[src/rtl/gardner_err_sched.sv]
`default_nettype none
// ============================================================================
// Module      : gardner_err_sched
// Description : Gardner timing-error detector for complex samples.
//               err = sat(mulq(mid_I, dI) + mulq(mid_Q, dQ)). A single
//               W x W signed multiplier is shared between the I and Q
//               products under a five-state schedule.
// Revision    : 1.0 - initial release
// ============================================================================
module gardner_err_sched #(
    parameter int SYM_WIDTH = 1,
    parameter int INT_WIDTH = 1,
    parameter int DEC_WIDTH = 14,
    localparam int W = SYM_WIDTH + INT_WIDTH + DEC_WIDTH
) (
    input  logic                clk,
    input  logic                rst,
    input  logic                in_valid,
    output logic                in_ready,
    input  logic signed [W-1:0] early_I,
    input  logic signed [W-1:0] early_Q,
    input  logic signed [W-1:0] mid_I,
    input  logic signed [W-1:0] mid_Q,
    input  logic signed [W-1:0] late_I,
    input  logic signed [W-1:0] late_Q,
    output logic signed [W-1:0] err,
    output logic                err_sat,
    output logic                out_valid,
    input  logic                out_ready,
    output logic [7:0]          sat_cnt,
    output logic                busy
);

    localparam logic [W-1:0] c_max = {1'b0, {(W-1){1'b1}}};
    localparam logic [W-1:0] c_min = {1'b1, {(W-1){1'b0}}};

    typedef enum logic [2:0] {
        IDLE  = 3'd0,
        DIFF  = 3'd1,
        MUL_I = 3'd2,
        MUL_Q = 3'd3,
        DONE  = 3'd4
    } state_t;

    state_t r_state;
    state_t w_next;

    // Captured samples, intermediate results and outputs
    logic [W-1:0] r_early_i, r_early_q, r_mid_i, r_mid_q, r_late_i, r_late_q;
    logic [W-1:0] r_di, r_dq, r_prod_i, r_err;
    logic         r_sat_d, r_sat_p, r_err_sat;
    logic [7:0]   r_sat_cnt;

    logic w_in_ready, w_out_valid, w_accept, w_handshake;

    // Differences with saturation (one extra bit exposes overflow)
    logic [W:0]   w_di_wide, w_dq_wide;
    logic [W-1:0] w_di, w_dq;
    logic         w_di_sat, w_dq_sat;

    // Shared multiplier
    logic [W-1:0]          w_mul_a, w_mul_b;
    logic signed [2*W-1:0] w_prod, w_shift;
    logic [W:0]            w_hi;
    logic                  w_prod_sat;
    logic [W-1:0]          w_prod_q;

    // Final sum
    logic [W:0]   w_sum_wide;
    logic         w_sum_sat;
    logic [W-1:0] w_sum;

    assign w_di_wide = {r_late_i[W-1], r_late_i} - {r_early_i[W-1], r_early_i};
    assign w_dq_wide = {r_late_q[W-1], r_late_q} - {r_early_q[W-1], r_early_q};
    assign w_di_sat  = w_di_wide[W] ^ w_di_wide[W-1];
    assign w_dq_sat  = w_dq_wide[W] ^ w_dq_wide[W-1];
    assign w_di      = w_di_sat ? (w_di_wide[W] ? c_min : c_max) : w_di_wide[W-1:0];
    assign w_dq      = w_dq_sat ? (w_dq_wide[W] ? c_min : c_max) : w_dq_wide[W-1:0];

    // Operand select: Q pair only in MUL_Q, I pair otherwise
    assign w_mul_a = (r_state == MUL_Q) ? r_mid_q : r_mid_i;
    assign w_mul_b = (r_state == MUL_Q) ? r_dq    : r_di;
    assign w_prod  = $signed({{W{w_mul_a[W-1]}}, w_mul_a}) * $signed({{W{w_mul_b[W-1]}}, w_mul_b});
    // Arithmetic shift gives floor rounding of the fixed-point product
    assign w_shift = w_prod >>> DEC_WIDTH;
    // Product fits in W bits only when all bits from W-1 upward agree
    assign w_hi       = w_shift[2*W-1:W-1];
    assign w_prod_sat = !((&w_hi) || !(|w_hi));
    assign w_prod_q   = w_prod_sat ? (w_shift[2*W-1] ? c_min : c_max) : w_shift[W-1:0];

    assign w_sum_wide = {r_prod_i[W-1], r_prod_i} + {w_prod_q[W-1], w_prod_q};
    assign w_sum_sat  = w_sum_wide[W] ^ w_sum_wide[W-1];
    assign w_sum      = w_sum_sat ? (w_sum_wide[W] ? c_min : c_max) : w_sum_wide[W-1:0];

    assign w_accept    = in_valid && w_in_ready;
    assign w_handshake = w_out_valid && out_ready;

    // State register
    always_ff @(posedge clk) begin
        if (rst) r_state <= IDLE;
        else     r_state <= w_next;
    end

    // Next-state and handshake outputs
    always_comb begin
        w_next      = r_state;
        w_in_ready  = 1'b0;
        w_out_valid = 1'b0;
        case (r_state)
            IDLE: begin
                w_in_ready = 1'b1;
                if (in_valid) w_next = DIFF;
            end
            DIFF:  w_next = MUL_I;
            MUL_I: w_next = MUL_Q;
            MUL_Q: w_next = DONE;
            DONE: begin
                w_out_valid = 1'b1;
                if (out_ready) w_next = IDLE;
            end
            default: w_next = IDLE;
        endcase
    end

    // Datapath registers, each loaded only in its own schedule slot
    always_ff @(posedge clk) begin
        if (rst) begin
            r_early_i <= '0; r_early_q <= '0;
            r_mid_i   <= '0; r_mid_q   <= '0;
            r_late_i  <= '0; r_late_q  <= '0;
            r_di      <= '0; r_dq      <= '0;
            r_sat_d   <= 1'b0;
            r_prod_i  <= '0;
            r_sat_p   <= 1'b0;
            r_err     <= '0;
            r_err_sat <= 1'b0;
        end else begin
            if (w_accept) begin
                r_early_i <= early_I; r_early_q <= early_Q;
                r_mid_i   <= mid_I;   r_mid_q   <= mid_Q;
                r_late_i  <= late_I;  r_late_q  <= late_Q;
            end
            if (r_state == DIFF) begin
                r_di    <= w_di;
                r_dq    <= w_dq;
                r_sat_d <= w_di_sat | w_dq_sat;
            end
            if (r_state == MUL_I) begin
                r_prod_i <= w_prod_q;
                r_sat_p  <= w_prod_sat;
            end
            if (r_state == MUL_Q) begin
                r_err     <= w_sum;
                r_err_sat <= r_sat_d | r_sat_p | w_prod_sat | w_sum_sat;
            end
        end
    end

    // Saturation event counter, sticky at its maximum
    always_ff @(posedge clk) begin
        if (rst)
            r_sat_cnt <= 8'd0;
        else if (w_handshake && r_err_sat && (r_sat_cnt != 8'hFF))
            r_sat_cnt <= r_sat_cnt + 8'd1;
    end

    assign in_ready  = w_in_ready;
    assign out_valid = w_out_valid;
    assign err       = r_err;
    assign err_sat   = r_err_sat;
    assign sat_cnt   = r_sat_cnt;
    assign busy      = (r_state != IDLE);

endmodule
`default_nettype wire

[config.mk]
export PLATFORM = sky130hd
export DESIGN_NAME = gardner_err_sched
export DESIGN_NICKNAME = d
export VERILOG_FILES = /design/src/rtl/gardner_err_sched.sv
export SDC_FILE = /design/constraint.sdc
export NUM_CORES = 1
export LEC_CHECK = 0
export CAP_MARGIN = 20
export CORE_MARGIN = 2
export CORE_UTILIZATION = 45
export CTS_CLUSTER_DIAMETER = 80
export DETAILED_ROUTE_END_ITERATION = 10
export PLACE_DENSITY = 0.72
export SLEW_MARGIN = 20
export SYNTH_ARGS = -nofsm -noshare
export SYNTH_HDL_FRONTEND = slang
export SYNTH_SLANG_ARGS = --single-unit
[constraint.sdc]
create_clock -name clk -period 16.9 [get_ports clk]
set_input_delay 3.38 -clock clk [delete_from_list [all_inputs] [get_ports clk]]
set_output_delay 3.38 -clock clk [all_outputs]
set_load 0.01 [all_outputs]
# Yosys cells after proc, flatten, opt, wreduce, memory -nomap -nowiden

Index checks and enable logic that the tools add are counted.

Flip-flop bits (word level): 174
Input bits: 100
Word-level logic and storage cells: 61
Output and inout port bits: 28

Bitwise gates (word level): 7
$add $sub $neg: 4
Mux-type cells: 15
Equality and inequality tests: 7
Reduce and logical (&&, ||, !) cells: 12
Multiply operators: 1

Operators with widths:

| cell                  | number |
|---|---|
| $mux W16              | 10 |
| $sub A16 B16 Y17      | 2 |
| $mul A16 B16 Y32      | 1 |
| $add A16 B16 Y17      | 1 |
| $pmux W3 S5           | 1 |
| $add A8 B1 Y8 const B | 1 |
| $ne A8 B8 Y1 const B  | 1 |
| $eq A3 B2 Y1 const B  | 2 |
| $mux W3               | 2 |
| $logic_and A1 B1 Y1   | 4 |
| $ne A2 B2 Y1 const B  | 2 |
| $or A1 B1 Y1          | 4 |
| $eq A3 B1 Y1 const B  | 1 |
| $eq A3 B3 Y1 const B  | 1 |
| $logic_not A3 Y1      | 1 |
| $reduce_and A3 Y1     | 1 |
| $reduce_bool A3 Y1    | 1 |
| $reduce_or A3 Y1      | 1 |
| $xor A1 B1 Y1         | 3 |
| $logic_not A1 Y1      | 2 |
| $mux W1               | 2 |
| $reduce_and A2 Y1     | 1 |
| $logic_or A1 B1 Y1    | 1 |

# Logic depth before layout (Yosys ltp)

Gate-level depths: netlist (run 1).

Word-level depth: 10
Mapped depth: 42

# Least setup slack after synthesis (run 1)

No wires, ideal clock.

Path type: reg2reg
From: reg r_state[1]
To: reg r_err[0] (netlist: err[0])
Setup slack: 7.157 ns
Stages on the path, launching flop included: 40
Clock period less this slack: 9.743 ns
Arrival: 9.609 ns
Setup time: 0.134 ns
Required time: 16.766 ns
Cell sequence: dfxtp_1 > buf_2 > nand3b_1 > clkbuf_1 > clkbuf_1 > mux2i_1 > nor2_1 > fa_1 > inv_1 > fa_1 > inv_1 > fa_1 > fa_1 > fa_1 > inv_1 > fa_1 > inv_1 > ha_1 > [4 not listed] > a21o_4 > xor2_1 > a21oi_1 > buf_2 > buf_1 > nor2_1 > ha_1 > a21oi_1 > o21ai_0 > nand2_1 > o31ai_1 > o31ai_1 > nor2_1 > a211o_1 > buf_2 > buf_2 > o21ai_0 > a211oi_1

Word-level cells in the longest chain between the ends: 10
Elaborated cells between the ends (all ways): 14

Ends and longest elaborated chain:

| what                                             | line   | text |
|---|---|---|
| start, declared                                  | 45     | `state_t r_state;` |
| start signal, assigned                           | 101    | `else r_state <= w_next;` |
| $eq A3 B2 Y1 (*)                                 | 81, 82 |  |
| $mux W16, on equally long branches               | 81, 82 |  |
| $mul A16 B16 Y32 (*)                             | 83     | `assign w_prod = $signed({{W{w_mul_a[W-1]}}, w_mul_a}) * $signed({{W{w_mul_b[W-1]}}, w_mul_b});` |
| $reduce_or A3 Y1                                 | 88     | `assign w_prod_sat = !((&w_hi) \|\| !(\|w_hi));` |
| $logic_not A1 Y1                                 | 88     |  |
| $logic_or A1 B1 Y1                               | 88     |  |
| $mux W16 (*)                                     | 89     | `assign w_prod_q = w_prod_sat ? (w_shift[2*W-1] ? c_min : c_max) : w_shift[W-1:0];` |
| named net w_prod_q[6]                            | 66     | `logic [W-1:0] w_prod_q;` |
| $add A16 B16 Y17 (*)                             | 91     | `assign w_sum_wide = {r_prod_i[W-1], r_prod_i} + {w_prod_q[W-1], w_prod_q};` |
| $mux W16 / $xor A1 B1 Y1 (equally long branches) | 93, 92 |  |
| $mux W16 (*)                                     | 93     | `assign w_sum = w_sum_sat ? (w_sum_wide[W] ? c_min : c_max) : w_sum_wide[W-1:0];` |
| end signal, assigned                             | 153    | `r_err <= w_sum;` |
| end, declared                                    | 50     | `logic [W-1:0] r_di, r_dq, r_prod_i, r_err;` |

The timed path passes the listed nets; every way through them passes the cells marked *.
A chain may end at the register's enable or synchronous reset.

# Worst setup path after layout (run 1)

From: reg r_state[2]
To: reg r_err_sat (netlist: err_sat)

Word-level cells in the longest chain between the ends: 10
Elaborated cells between the ends (all ways): 15

Ends and longest elaborated chain:

| what                               | line   | text |
|---|---|---|
| $eq A3 B2 Y1 (*)                   | 81, 82 |  |
| $mux W16, on equally long branches | 81, 82 |  |
| $mul A16 B16 Y32 (*)               | 83     |  |
| $reduce_or A3 Y1                   | 88     |  |
| $logic_not A1 Y1                   | 88     |  |
| $logic_or A1 B1 Y1                 | 88     |  |
| $mux W16 (*)                       | 89     |  |
| named net w_prod_q[1]              | 66     |  |
| $add A16 B16 Y17 (*)               | 91     |  |
| $xor A1 B1 Y1 (*)                  | 92     | `assign w_sum_sat = w_sum_wide[W] ^ w_sum_wide[W-1];` |
| $or A1 B1 Y1 (*)                   | 154    | `r_err_sat <= r_sat_d \| r_sat_p \| w_prod_sat \| w_sum_sat;` |
| end signal, assigned               | 154    |  |
| end, declared                      | 51     | `logic r_sat_d, r_sat_p, r_err_sat;` |

Marks and branches as above.

==> flow_metrics.tcl, run 1 <==
set metrics [dict create \
    cp_data_required_time_ns 17.24 \
    ys_types 69 \
    numCtsBuffers 17 \
    routed_wl_um 49290 \
    nets 2854 \
    cts_tree "yes" \
    max_freq_mhz 88.15 \
    dp_hpwl_um 38910 \
    viasPerCell 5.339 \
    avgSynthCellArea_um2 8.176 \
    fp-row-count 74 \
    dieArea_mm2 0.04340 \
    port_buffers 127 \
    wl_per_cell_um 16.95 \
    cp_common_cell "fa_1" \
    fill_cells 3840 \
    status "finished, final reports clean" \
    cts_hold_buf 0 \
    rsz0062_at_grt "false" \
    core_mm2 0.04102 \
    yosysSeqAreaShare_pct 18.54 \
    synth_ff_type "dfxtp_1" \
    worst_pin_slew_ns 1.107 \
    postRouteAntennaNets 0 \
    placed_cells 2875 \
    grt_max_degree 97 \
    grt_pass1_vias 16187 \
    syn-cell-area_mm2 0.01879 \
    hold_viol 0 \
    crit_path_end_kind "flop" \
    cap_violations 0 \
    synth_edf_count 0 \
    fin_tns_setup_ns 0 \
    hold_class "flop to flop" \
    ctsRootBufferMaster "clkbuf_16" \
    vdd_drop_max_v 0.00008117 \
    whs_ns 0.4577 \
    synth_nets 2790 \
    max_slew_margin_pct 24.06 \
    die_x_um 208.3 \
    p_leak_nw 9.563 \
    synth.area.top_cells "fa_1, dfxtp_1, nand2_1" \
    maxSlewViolCount 0 \
    syn2layout_area_growth_pct 12.21 \
    power.density_mw_per_mm2 106.4 \
    startpoint_type "flop" \
    layout-drive-gt1-share_pct 3.032 \
    die_y_um 208.3 \
    first_iter_violations 1168 \
    dr.pass1.iters 5 \
    antenna_found_initial 1 \
    critPathMaxFanout 56 \
    num_io_pins 128 \
    setup_viol 0 \
    min_period_over_period_pct 67.13 \
    synth_top_cell_area_share_pct 28.13 \
    drc_errors 0 \
    cts_buffer_depth 2 \
    slowest_stage "fa_1" \
    max_stage_delay_ns 0.69 \
    clock_latency_ns 0.45 \
    arrival_ns 11.68 \
    grt_first_pass_wirelength_um 81540 \
    clock-sinks 174 \
    ctsHtreeMaxLevel 4 \
    yosysTopAreaCell "fa_1" \
    ctsResizeCount 0 \
    ys_ff_latch 174 \
    vias 15527 \
    post_cts_buffers 0 \
    postSynthCellCount 2298 \
    fin_cells 2908 \
    yosys_warnings 0 \
    globalplace.congestion 0.9367 \
    min_period_ns 11.34 \
    skew_ns 0.01384 \
    start_util_pct 45.81 \
    clk_pin_slew_ns 0.07 \
    async_flop_share_pct 0 \
    grt.total_usage_pct 23.46 \
    critPathKind "flop to flop" \
    grt_overflow_total 0 \
]
[metal layers]
layer / part of all wire, % / vias up / GRT usage [%]
met1: 42 / 7516 / 30.43
met3: 7.0 / 73 / 4.045
met4: 2.8 / 0 / 7.641
met5: 0 / - / 0
li1: - / 7457 / -
met2: 48 / 481 / 39.80
[critical path: cells and delay by family (launching register included)]
| family | cells | cell delay, ns |
|---|---|---|
| AO/OA/AOI/OAI | 12 | 3.61 |
| XOR/XNOR | 1 | 0.23 |
| adder cells (fa/ha/maj) | 8 | 3.76 |
| buffers and inverters | 5 | 1.18 |
| flip-flops | 1 | 0.43 |
| multiplexers | 1 | 0.67 |
| AND/OR/NAND/NOR | 6 | 1.29 |
[layout make-up]
cell class	instances	area (µm²)	share of cell area, %
Antenna cell	1	2.502	0.01187
Clock buffer	17	425.4	2.018
Clock inverter	15	166.4	0.7893
Inverter	344	1291	6.124
Multi-Input combinational cell	1686	13690	64.93
Sequential cell	174	3483	16.52
Tap cell	532	665.6	3.157
Timing Repair Buffer	139	1359	6.445
[power breakdown]
| part | internal (mW) | switching (mW) | total, mW |
|---|---|---|---|
| Combinational | 0.508 | 0.861 | 1.37 |
| Clock | 0.199 | 0.193 | 0.392 |
| Sequential | 0.451 | 0.0304 | 0.482 |
| Total | 1.16 | 1.08 | 2.24 |
[cell usage after synthesis (all sizes together) (6+ instances only)]
master	instances
and3	8
nand2	454
a21oi	179
nor2	228
a21o	14
nand3b	8
xor2	18
clkbuf	76
ha	128
nand2b	13
nor2b	6
mux2i	32
fa	264
nand4	7
o2111ai	6
o211ai	6
or3	7
a211oi	56
xnor2	53
inv	344
o21ai	67
o21a	13
and2	8
maj3	16
buf	18
nand3	16
dfxtp	174
nor3	11
[path summary, 6_finish.rpt]
| check | start | end | slack [ns] | depth (start not counted) |
|---|---|---|---|---|
| hold reg to reg | r_early_i[7] | r_early_i[7] | 0.46 | 2 |
| setup reg to reg | r_state[2] | err_sat | 5.56 | 33 |
| setup / recovery | r_state[2] | err_sat | 5.56 | 33 |
| hold / removal | r_early_i[7] | r_early_i[7] | 0.46 | 2 |
[metrics by stage]
stage / util [%] / power [mW] / cell area [µm²] / worst slack [ns]
detailed placement: 49.93 / 1.835 / 20480 / 5.707
finish: 51.40 / 2.243 / 21080 / 5.556
global placement: 49.91 / 1.803 / 20470 / 5.910
floorplan: - / 1.479 / 18790 / 7.157
global route: 51.40 / 2.433 / 21080 / 4.681
CTS: 51.37 / 2.237 / 21070 / 5.615
[cell usage in the layout, fill, tap and decap left out, drive strengths merged, types with 14 or more instances in the layout]
| master | Yosys | final |
|---|---|---|
| xnor2 | 53 | 53 |
| a21o | 14 | 14 |
| nor2 | 228 | 228 |
| maj3 | 16 | 16 |
| fa | 264 | 264 |
| a21oi | 179 | 179 |
| nand3 | 16 | 16 |
| dfxtp | 174 | 174 |
| clkbuf | 76 | 17 |
| ha | 128 | 128 |
| inv | 344 | 351 |
| nand2 | 454 | 454 |
| xor2 | 18 | 18 |
| mux2i | 32 | 32 |
| a211oi | 56 | 56 |
| clkdlybuf4s50 | 0 | 126 |
| o21ai | 67 | 67 |
[sequential cells by signal, indices dropped and copies added, names as in the netlist]
| register | count |
|---|---|
| r_early_i | 16 |
| r_early_q | 16 |
| r_dq | 16 |
| r_mid_i | 16 |
| r_mid_q | 16 |
| r_prod_i | 16 |
| err_sat | 1 |
| r_sat_p | 1 |
| r_late_i | 16 |
| r_di | 16 |
| r_sat_d | 1 |
| sat_cnt | 8 |
| r_late_q | 16 |
| err | 16 |
| r_state | 3 |
[kinds of logic after synthesis]
family                     after synthesis  share of synthesized area (%)
AOI/OAI and AO/OA                      397                          13.23
xor gates and xnor gates                71                          3.350
adders and majority gates              408                          37.50
buffers and inverters                  438                          8.810
DFF                                    174                          18.54
muxes                                   33                          1.765
and+or+nand+nor                        777                          16.81
Power figures use the tool's default switching activity.
==> run 2, diff against run 1 <==
Clock period 16.9 ns to 11.35 ns, I/O delays scaled along.
==> run 2 against run 1 <==
  * Flip-flop and latch count stayed put
  * Global-route usage is 0.26 points higher
  * Non-clock buffer count is 15 higher
  * Via count is 1.8% higher
  * Sequential power is 49% higher
  * Fmax is 6.4% higher
  * Critical endpoint unchanged
  * Largest power group unchanged
==> flow_metrics.tcl, run 2 (same netlist as run 1, synthesis figures left out) <==
set metrics [dict create \
    viasPerCell 5.409 \
    cts_tree "yes" \
    num_io_pins 128 \
    rsz0062_at_grt "false" \
    dieArea_mm2 0.04340 \
    cp_common_cell "fa_1" \
    critPathMaxFanout 26 \
    nets 2869 \
    pwr-share-seq_pct 21.6 \
    clk_pin_slew_ns 0.08 \
    routed_wl_um 50180 \
    clockPowerShare_pct 17.6 \
    die_x_um 208.3 \
    start_util_pct 45.81 \
    clock_latency_ns 0.45 \
    skew_ns 0.008620 \
    grt_max_degree 97 \
    internal_power_mw 1.735 \
    syn2layout_area_growth_pct 12.78 \
    ctsHtreeMaxLevel 4 \
    crit_path_end_kind "flop" \
    cp_data_required_time_ns 11.69 \
    layout_commonest_cell "nand2_1" \
    clock-sinks 174 \
    cap_violations 0 \
    slowest_stage "mux2i_1" \
    grt_overflow_total 0 \
    setup_ws_ns 0.6849 \
    ctsRootBufferMaster "clkbuf_16" \
    core_mm2 0.04102 \
    min_period_ns 10.67 \
    p_leak_nw 9.633 \
    antennaDiodeCount 0 \
    vdd_drop_max_v 0.0001660 \
    place_worst_setup_slack_ns 0.7036 \
    layout-drive-gt1-share_pct 3.640 \
    antenna_found_initial 2 \
    numCtsBuffers 17 \
    switchingPower_mw 1.598 \
    dp_hpwl_um 40250 \
    max_stage_delay_ns 0.75 \
    p_comb_share_pct 60.8 \
    post_cts_buffers 0 \
    wl_per_cell_um 17.17 \
    first_iter_violations 880 \
    max_freq_mhz 93.76 \
    maxSlewViolCount 0 \
    cts_buffer_depth 2 \
    hold_class "flop to flop" \
    vias 15806 \
    startpoint_type "flop" \
    dr.pass1.iters 7 \
    critPathKind "flop to flop" \
    fin_tns_setup_ns 0 \
    drc_errors 0 \
    power.density_mw_per_mm2 157.3 \
    arrival_ns 11.01 \
    grt_pass1_vias 16259 \
    grt.total_usage_pct 23.72 \
    postRouteAntennaNets 0 \
    fp-row-count 74 \
    die_y_um 208.3 \
    swShare_pct 47.95 \
    worst_pin_slew_ns 1.055 \
    setup_viol 0 \
    max_slew_margin_pct 29.69 \
    hold_viol 0 \
    status "finished, final reports clean" \
    globalplace.congestion 0.9666 \
    port_buffers 127 \
    final_cell_mix "nand2_1, inv_1, fa_1" \
    grt_first_pass_wirelength_um 82280 \
    cts_hold_buf 0 \
    min_period_over_period_pct 93.97 \
]
## run 2: through the flow
| stage | hold slack (ns) | cell area, µm² | std cells | total power, mW | util (%) |
|---|---|---|---|---|---|
| finish | 0.4575 | 21190 | 2922 | 3.333 | 51.66 |
| detailed placement | 0.4482 | 20570 | 2889 | 2.722 | 50.16 |
| global placement | 0.4474 | 20570 | 2889 | 2.677 | 50.16 |
| floorplan | 0.4315 | 18790 | 2298 | 2.203 | - |
| global route | 0.4778 | 21190 | 2922 | 3.601 | 51.66 |
| CTS | 0.4584 | 21170 | 2921 | 3.322 | 51.61 |
## run 2: path summary, 6_finish.rpt
| check | startpoint | to | slack, ns | cells past startpoint |
|---|---|---|---|---|
| hold / removal | r_early_q[7] | r_early_q[7] | 0.46 | 2 |
| setup / recovery | r_state[2] | err_sat | 0.68 | 34 |
| setup reg to reg | r_state[2] | err_sat | 0.68 | 34 |
| hold reg to reg | r_early_q[7] | r_early_q[7] | 0.46 | 2 |
## run 2: power groups by stage
stage | sequential [mW] | combinational (mW) | clock (mW)
6_report | 0.718 | 2.03 | 0.587
4_1_cts | 0.718 | 2.01 | 0.596
3_3_place_gp | 0.729 | 1.95 | 0
3_5_place_dp | 0.732 | 1.99 | 0
2_1_floorplan | 0.716 | 1.49 | 0
5_1_grt | 0.725 | 2.26 | 0.618
## run 2: area by class of cell
class	instances	area, µm²
multi-input cells	1686	13680
well taps	532	665.6
repair buffers	154	1471
flip-flops and latches	174	3483
clock inverters	15	168.9
clock buffers	17	425.4
inverters	344	1291
fillers	3891	19830
## run 2: worst max-delay path, delay by kind of cell (launching register included)
| kind | cells | cell delay (ns) |
|---|---|---|
| fa+ha+maj | 9 | 3.98 |
| compound gates | 11 | 3.24 |
| simple gates | 6 | 1.16 |
| buf+inv | 6 | 0.82 |
| mux | 1 | 0.75 |
| flops | 1 | 0.47 |
| xor+xnor | 1 | 0.15 |
## run 2: what timing repair did
item                                    4_1_cts  5_1_grt
endpoints found under the hold margin         0        0
resized for setup                             0        3
endpoints found under the setup margin        0       13
## run 2: metal layers
metal / up-vias / share of wire (%) / GRT usage, % / routed length, µm
met4: 0 / 3.4 / 9.080 / 1729
met1: 7738 / 43 / 30.78 / 21790
met5: - / 0 / 0 / 0
met2: 477 / 48 / 40.27 / 23920
li1: 7490 / - / - / -
met3: 101 / 5.5 / 3.230 / 2745
